==> config.mk <==
export PLATFORM = sky130hd
export DESIGN_NAME = emif_async_frontend
export DESIGN_NICKNAME = d
export VERILOG_FILES = /design/src/rtl/emif_async_frontend.sv
export SDC_FILE = /design/constraint.sdc
export NUM_CORES = 1
export LEC_CHECK = 0
export ABC_AREA = 1
export CAP_MARGIN = 20
export CORE_ASPECT_RATIO = 1.4
export CORE_MARGIN = 2
export CORE_UTILIZATION = 35
export DETAILED_ROUTE_END_ITERATION = 16
export GPL_ROUTABILITY_DRIVEN = 0
export PLACE_DENSITY = 0.68
export SYNTH_ARGS = -nofsm -noshare
export SYNTH_HDL_FRONTEND = slang
export SYNTH_SLANG_ARGS = --single-unit
==> constraint.sdc <==
create_clock -name clk -period 1.4 [get_ports clk]
set_input_delay 0.42 -clock clk [delete_from_list [all_inputs] [get_ports clk]]
set_output_delay 0.42 -clock clk [all_outputs]
set_load 0.005 [all_outputs]
==> src/rtl/emif_async_frontend.sv <==
// Asynchronous EMIF slave front end: synchronizes and deglitches the strobes,
// then turns bus cycles into single-cycle register write/read requests.
module emif_async_frontend #(
    parameter int DATA_WIDTH  = 16,
    parameter int ADDR_WIDTH  = 8,
    parameter int SYNC_STAGES = 2,
    parameter int FILTER_LEN  = 2,
    parameter int RD_TIMEOUT  = 15
) (
    input  logic                  clk,
    input  logic                  rst,
    input  logic                  emif_ce_n,
    input  logic                  emif_we_n,
    input  logic                  emif_oe_n,
    input  logic [ADDR_WIDTH-1:0] emif_addr,
    input  logic [DATA_WIDTH-1:0] emif_data_in,
    output logic [DATA_WIDTH-1:0] emif_data_out,
    output logic                  emif_data_oe,
    output logic                  wr_en,
    output logic [ADDR_WIDTH-1:0] wr_addr,
    output logic [DATA_WIDTH-1:0] wr_data,
    output logic                  rd_req,
    output logic [ADDR_WIDTH-1:0] rd_addr,
    input  logic [DATA_WIDTH-1:0] rd_data,
    input  logic                  rd_valid,
    output logic                  rd_timeout
);

    localparam int FCW = (FILTER_LEN > 1) ? $clog2(FILTER_LEN) : 1;
    localparam int TCW = (RD_TIMEOUT > 1) ? $clog2(RD_TIMEOUT) : 1;
    localparam logic [FCW-1:0] FMAX = FCW'(FILTER_LEN - 1);
    localparam logic [TCW-1:0] TMAX = TCW'(RD_TIMEOUT - 1);

    typedef enum logic [1:0] {IDLE, WRITE, READ_WAIT, READ_DRIVE} state_t;

    // Strobe index: 0 = ce_n, 1 = we_n, 2 = oe_n
    logic [2:0]             strb_pin;
    logic [SYNC_STAGES-1:0] sync_q [3];
    logic [2:0]             strb_s;
    logic [2:0]             filt_q, filt_d;
    logic [FCW-1:0]         fcnt_q [3];
    logic [FCW-1:0]         fcnt_d [3];

    logic [SYNC_STAGES-1:0][ADDR_WIDTH-1:0] addr_sync_q;
    logic [SYNC_STAGES-1:0][DATA_WIDTH-1:0] data_sync_q;
    logic [ADDR_WIDTH-1:0] addr_s;
    logic [DATA_WIDTH-1:0] data_s;

    state_t                state_q, state_d;
    logic [ADDR_WIDTH-1:0] hold_addr_q, hold_addr_d;
    logic [DATA_WIDTH-1:0] hold_data_q, hold_data_d;
    logic [TCW-1:0]        tcnt_q, tcnt_d;
    logic [DATA_WIDTH-1:0] dout_q, dout_d;
    logic                  doe_q, doe_d;
    logic                  wr_en_q, wr_en_d;
    logic [ADDR_WIDTH-1:0] wr_addr_q, wr_addr_d;
    logic [DATA_WIDTH-1:0] wr_data_q, wr_data_d;
    logic                  rd_req_q, rd_req_d;
    logic [ADDR_WIDTH-1:0] rd_addr_q, rd_addr_d;
    logic                  rd_to_q, rd_to_d;
    logic                  ce_act, we_act, oe_act;

    assign strb_pin = {emif_oe_n, emif_we_n, emif_ce_n};
    assign addr_s   = addr_sync_q[SYNC_STAGES-1];
    assign data_s   = data_sync_q[SYNC_STAGES-1];

    // A filter output flips only once FILTER_LEN consecutive samples disagree with it
    always_comb begin
        for (int unsigned i = 0; i < 3; i++) begin
            strb_s[i] = sync_q[i][SYNC_STAGES-1];
            filt_d[i] = filt_q[i];
            fcnt_d[i] = '0;
            if (strb_s[i] != filt_q[i]) begin
                if (fcnt_q[i] == FMAX) filt_d[i] = strb_s[i];
                else                   fcnt_d[i] = fcnt_q[i] + FCW'(1);
            end
        end
    end

    assign ce_act = ~filt_q[0];
    assign we_act = ~filt_q[1];
    assign oe_act = ~filt_q[2];

    always_comb begin
        state_d     = state_q;
        hold_addr_d = hold_addr_q;
        hold_data_d = hold_data_q;
        tcnt_d      = tcnt_q;
        dout_d      = dout_q;
        doe_d       = 1'b0;
        wr_en_d     = 1'b0;
        wr_addr_d   = wr_addr_q;
        wr_data_d   = wr_data_q;
        rd_req_d    = 1'b0;
        rd_addr_d   = rd_addr_q;
        rd_to_d     = 1'b0;
        unique case (state_q)
            IDLE: begin
                if (ce_act && we_act) begin
                    state_d = WRITE;
                end else if (ce_act && oe_act) begin
                    state_d   = READ_WAIT;
                    rd_req_d  = 1'b1;
                    rd_addr_d = addr_s;
                    tcnt_d    = '0;
                end
            end
            WRITE: begin
                if (ce_act && we_act) begin
                    hold_addr_d = addr_s;
                    hold_data_d = data_s;
                end else begin
                    state_d   = IDLE;
                    wr_en_d   = 1'b1;
                    wr_addr_d = hold_addr_q;
                    wr_data_d = hold_data_q;
                end
            end
            READ_WAIT: begin
                if (!(ce_act && oe_act)) begin
                    state_d = IDLE;
                end else if (rd_valid) begin
                    state_d = READ_DRIVE;
                    dout_d  = rd_data;
                    doe_d   = 1'b1;
                end else if (tcnt_q == TMAX) begin
                    state_d = READ_DRIVE;
                    dout_d  = '1;
                    doe_d   = 1'b1;
                    rd_to_d = 1'b1;
                end else begin
                    tcnt_d = tcnt_q + TCW'(1);
                end
            end
            READ_DRIVE: begin
                if (ce_act && oe_act) doe_d = 1'b1;
                else                  state_d = IDLE;
            end
            default: state_d = IDLE;
        endcase
    end

    always_ff @(posedge clk) begin
        if (rst) begin
            for (int unsigned i = 0; i < 3; i++) begin
                sync_q[i] <= '1;
                fcnt_q[i] <= '0;
            end
            filt_q      <= '1;
            addr_sync_q <= '0;
            data_sync_q <= '0;
            state_q     <= IDLE;
            hold_addr_q <= '0;
            hold_data_q <= '0;
            tcnt_q      <= '0;
            dout_q      <= '0;
            doe_q       <= 1'b0;
            wr_en_q     <= 1'b0;
            wr_addr_q   <= '0;
            wr_data_q   <= '0;
            rd_req_q    <= 1'b0;
            rd_addr_q   <= '0;
            rd_to_q     <= 1'b0;
        end else begin
            for (int unsigned i = 0; i < 3; i++) begin
                sync_q[i] <= {sync_q[i][SYNC_STAGES-2:0], strb_pin[i]};
                fcnt_q[i] <= fcnt_d[i];
            end
            filt_q      <= filt_d;
            addr_sync_q <= {addr_sync_q[SYNC_STAGES-2:0], emif_addr};
            data_sync_q <= {data_sync_q[SYNC_STAGES-2:0], emif_data_in};
            state_q     <= state_d;
            hold_addr_q <= hold_addr_d;
            hold_data_q <= hold_data_d;
            tcnt_q      <= tcnt_d;
            dout_q      <= dout_d;
            doe_q       <= doe_d;
            wr_en_q     <= wr_en_d;
            wr_addr_q   <= wr_addr_d;
            wr_data_q   <= wr_data_d;
            rd_req_q    <= rd_req_d;
            rd_addr_q   <= rd_addr_d;
            rd_to_q     <= rd_to_d;
        end
    end

    assign emif_data_out = dout_q;
    assign emif_data_oe  = doe_q;
    assign wr_en         = wr_en_q;
    assign wr_addr       = wr_addr_q;
    assign wr_data       = wr_data_q;
    assign rd_req        = rd_req_q;
    assign rd_addr       = rd_addr_q;
    assign rd_timeout    = rd_to_q;

endmodule

==> impl.org <==
** Worst hold path
- Min-Delay Path Class :: primary input to flip-flop

** Logic synthesis
- Synthesis produced a netlist with a net count of between 600 and 700.
- Cell taking the most area after synthesis :: sky130_fd_sc_hd__dfxtp_1
- By area the synthesized netlist is led by sky130_fd_sc_hd__dfxtp_1 61%, sky130_fd_sc_hd__nor2_1 15%, sky130_fd_sc_hd__o21ai_0 8.0%.
- Post-synthesis instance total :: 569
- Among all flip-flop cells after synthesis, the most frequent one is sky130_fd_sc_hd__dfxtp_1.
- After synthesis, the largest area contributor takes up 60.9% of total cell area.
- After synthesis, flip-flops and latches occupy ~61% of the total area.
- In this run the mean area of a mapped cell was roughly 8.2 µm².
- Synth Cell Area :: around 4700 µm²
- Post-synthesis register bit count :: approximately 140
- Post-synth EDFFs :: 0
- The netlist uses 22 different library cells.
- The Yosys step of the flow raised 0 warnings.
- Async set-reset flop share out of synthesis :: 0%

** Status
- Status :: finished, final reports clean

** Floorplanning
- The core region is 12900 µm².
- Die Y :: between 100 and 150 µm
- The floorplan step defined a die boundary enclosing approximately 14000 µm².
- Effective utilization at floorplan :: a little over a third
- Die outline width :: 102 µm
- In this run the core area contains 49 standard-cell rows.
- I/O pins :: slightly below 100

** Setup path
- Together, buffers and inverters on the worst path number 1.
- The worst setup path is launched from a flip-flop.
- Required time of the worst setup path :: between 900 and 1000 ps
- Largest fanout on the critical path :: 2
- Sort of element at the end of the critical path :: output port
- Among cell families on the critical path, the largest total delay comes from flip-flops.
- Walking the worst path, the cells encountered are clkdlybuf4s15_1.
- Delay of the slowest cell on the worst path :: 340 ps
- Crit path DAT :: around 950 ps
- Slowest library cell on the worst path :: sky130_fd_sc_hd__dfxtp_2
- The critical path is of the flip-flop to output port type.

** Timing
- Setup violations remaining at the end of the flow were counted as 0.
- Ratio of final minimum period to clock period :: 97.9%
- The max-slew violation total from the final report came to 0.
- Clock skew on the completed layout was measured at 6.85 ps.
- Adding up every negative setup slack in the final design gives 0 ps.
- For this run, the top clock speed supported by timing is between 700 and 800 MHz.
- For the pin with the worst max-slew slack, the measured transition is 243 ps.
- Final worst hold slack :: approximately 330 ps
- Measured against its own limit, the worst slew margin works out to 83.8%.
- The routed design could run at a clock period as short as roughly 1400 ps.
- Number of hold-slack violations in the final timing report :: 0

** Pwr
- Power per cell area :: roughly 1300 nW/µm²
- Reported leakage power :: ~2.7 nW
- IR drop worst, VDD :: around 0.00067 V

** Finish
- 0 antenna diodes ended up in the layout.
- The net count of the finished layout is 727.
- From synthesis to final layout, the design area changed by 38.9%.
- For this run, the share of the core covered by cells in the final layout is 50.1%.
- The sequential cells in the finished layout cover a total of 2880 µm².
- In the final layout, the share of cells above drive strength 1 is around 16%.
- Total of fill cells in the finished design :: 1229
- Area of combinational cells with multiple inputs :: 1490 µm²

** Route
- Number of iterations in the first detailed-routing pass :: 5
- Residual DRC count :: 0
- After detailed routing, the number of vias per cell comes to about 4.2.
- Dividing the detail-routed wire length by the instance count gives roughly 11 µm.
- The first routing iteration left ~140 violations.
- The detailed router placed approximately 3700 vias in this run.
- Total length of routed wires :: approximately 9300 µm
- Count of nets left with antenna violations after detail routing :: 0

** Clock tree
- TritonCTS built the clock tree.
- No sink is reached through more buffers than the 2 on the longest clock path.
- The tree is rooted in a sky130_fd_sc_hd__clkbuf_16.
- Hold bufs inserted after CTS :: 0
- After clock tree synthesis, the clock-pin slew on the worst setup and hold paths is approximately 50 ps.
- The clock drives ~140 sinks.
- The clock reaches the later pin of the worst-skew pair after approximately 400 ps.
- The clock tree synthesis step divided the H-tree into 4 levels.
- CTS Buf Count :: 17

** Global routing
- Global route total overflow :: 0
- Maximum number of pins on one net before global-route repair :: 44
- Total routing resource utilization after global routing :: a little over an eighth
- The number of global-route vias before repair is approximately 3500.
- Global-route wire length before repair :: 15000 µm
- Initial antenna violation count :: 0

** Place
- Count of buffers inserted at the top-level ports :: 97
- DPL Wire Length :: roughly 6500 µm

** Run
- Max capacitance violation total :: 0
==> per-layer routing <==
metal	vias to the layer above	routed length [µm]	GRT usage, %
li1	1965	-	-
met1	1587	4170	15.2
met2	101	4430	21.6
met3	14	549	4.56
met4	0	155	6.05
met5	-	0	0
==> layout make-up <==
cell class / instances / area share [%]
sequential: 142 / 44.4
multi-input combinational: 331 / 23.0
timing repair buffer: 116 / 16.6
clock buffer: 28 / 8.29
inverter: 70 / 4.17
tap: 178 / 3.44
timing repair inverter: 1 / 0.0966
==> layout by cell type, fill, tap and decap left out, types with 2 or more instances in the layout <==
cell type / synthesis / layout
sky130_fd_sc_hd__a21oi_1: 20 / 20
sky130_fd_sc_hd__buf_12: 0 / 3
sky130_fd_sc_hd__buf_4: 0 / 16
sky130_fd_sc_hd__clkbuf_1: 19 / 4
sky130_fd_sc_hd__clkbuf_16: 0 / 17
sky130_fd_sc_hd__clkbuf_2: 0 / 15
sky130_fd_sc_hd__clkbuf_8: 0 / 7
sky130_fd_sc_hd__clkdlybuf4s15_1: 0 / 34
sky130_fd_sc_hd__clkdlybuf4s15_2: 0 / 3
sky130_fd_sc_hd__clkdlybuf4s50_1: 0 / 44
sky130_fd_sc_hd__dfxtp_1: 142 / 115
sky130_fd_sc_hd__dfxtp_2: 0 / 27
sky130_fd_sc_hd__ha_1: 2 / 2
sky130_fd_sc_hd__inv_1: 68 / 67
sky130_fd_sc_hd__inv_4: 0 / 2
sky130_fd_sc_hd__nand2_1: 15 / 10
sky130_fd_sc_hd__nand2_2: 1 / 4
sky130_fd_sc_hd__nand2_4: 0 / 2
sky130_fd_sc_hd__nand3_1: 11 / 9
sky130_fd_sc_hd__nand3_2: 0 / 2
sky130_fd_sc_hd__nor2_1: 189 / 188
sky130_fd_sc_hd__nor2_2: 3 / 2
sky130_fd_sc_hd__nor2_4: 1 / 3
sky130_fd_sc_hd__o21ai_0: 75 / 69
sky130_fd_sc_hd__o21ai_1: 3 / 9
sky130_fd_sc_hd__or2_2: 7 / 7
==> sequential cells by signal, summed over array words and instances, names as in the netlist <==
signal	count
sync_q	6
wr_addr	8
rd_addr	8
data_sync_q	16
addr_sync_q	8
tcnt_q	4
data_s	16
wr_en	1
emif_data_oe	1
hold_data_q	16
emif_data_out	16
addr_s	8
filt_q	3
rd_req	1
wr_data	16
fcnt_q	3
hold_addr_q	8
rd_timeout	1
state_q	2
==> synthesized netlist by cell type, types with 2 or more instances <==
master,count
sky130_fd_sc_hd__nor2_1,189
sky130_fd_sc_hd__dfxtp_1,142
sky130_fd_sc_hd__o21ai_0,75
sky130_fd_sc_hd__inv_1,68
sky130_fd_sc_hd__a21oi_1,20
sky130_fd_sc_hd__clkbuf_1,19
sky130_fd_sc_hd__nand2_1,15
sky130_fd_sc_hd__nand3_1,11
sky130_fd_sc_hd__or2_2,7
sky130_fd_sc_hd__buf_2,6
sky130_fd_sc_hd__nor2_2,3
sky130_fd_sc_hd__o21ai_1,3
sky130_fd_sc_hd__ha_1,2
==> through the flow <==
step | worst slack [ps] | power, mW | cells | area, µm²
floorplan | 57.4 | 4.41 | 569 | 4660
global placement | -166 | 4.61 | 834 | 5900
detailed placement | -238 | 4.62 | 834 | 5900
CTS | 0.370 | 8.61 | 863 | 6460
global route | -30.9 | 8.84 | 866 | 6480
finish | 30.1 | 8.53 | 866 | 6480
==> power by group <==
part           internal, mW  leakage, nW  switching, mW
Sequential             4.14         1.17         0.0352
Combinational         0.206         1.27          0.161
Clock                  2.56        0.265           1.43
Total                  6.90         2.71           1.63
==> cells by family (layout without fill, tap and decap cells) <==
| kind of cell | after synthesis | in the layout | share of synthesized area, % |
|---|---|---|---|
| fa+ha+maj | 2 | 2 | 0.536 |
| compound gates | 99 | 99 | 10.7 |
| buf+inv | 96 | 215 | 8.07 |
| flops | 142 | 142 | 60.9 |
| simple gates | 229 | 229 | 19.6 |
| xor+xnor | 1 | 1 | 0.188 |
==> path summary, 6_finish.rpt <==
kind	startpoint	endpoint	slack, ps	depth (start not counted)
setup / recovery	rd_addr[5]	rd_addr[5]	30	1
hold / removal	rst	addr_s[6]	330	2
setup reg to reg	filt_q[1]	wr_data[6]	90	6
hold reg to reg	data_sync_q[2]	data_s[2]	400	2
==> repair_timing <==
action | CTS | global route
buffers inserted | 1 | 2
gates resized for setup | 116 | 55
hold endpoints to repair | 0 | 0
pin swaps | 0 | 2
gates cloned | 0 | 1
setup endpoints to repair | 57 | 87
No activity file was read; power rests on OpenSTA's default activity.
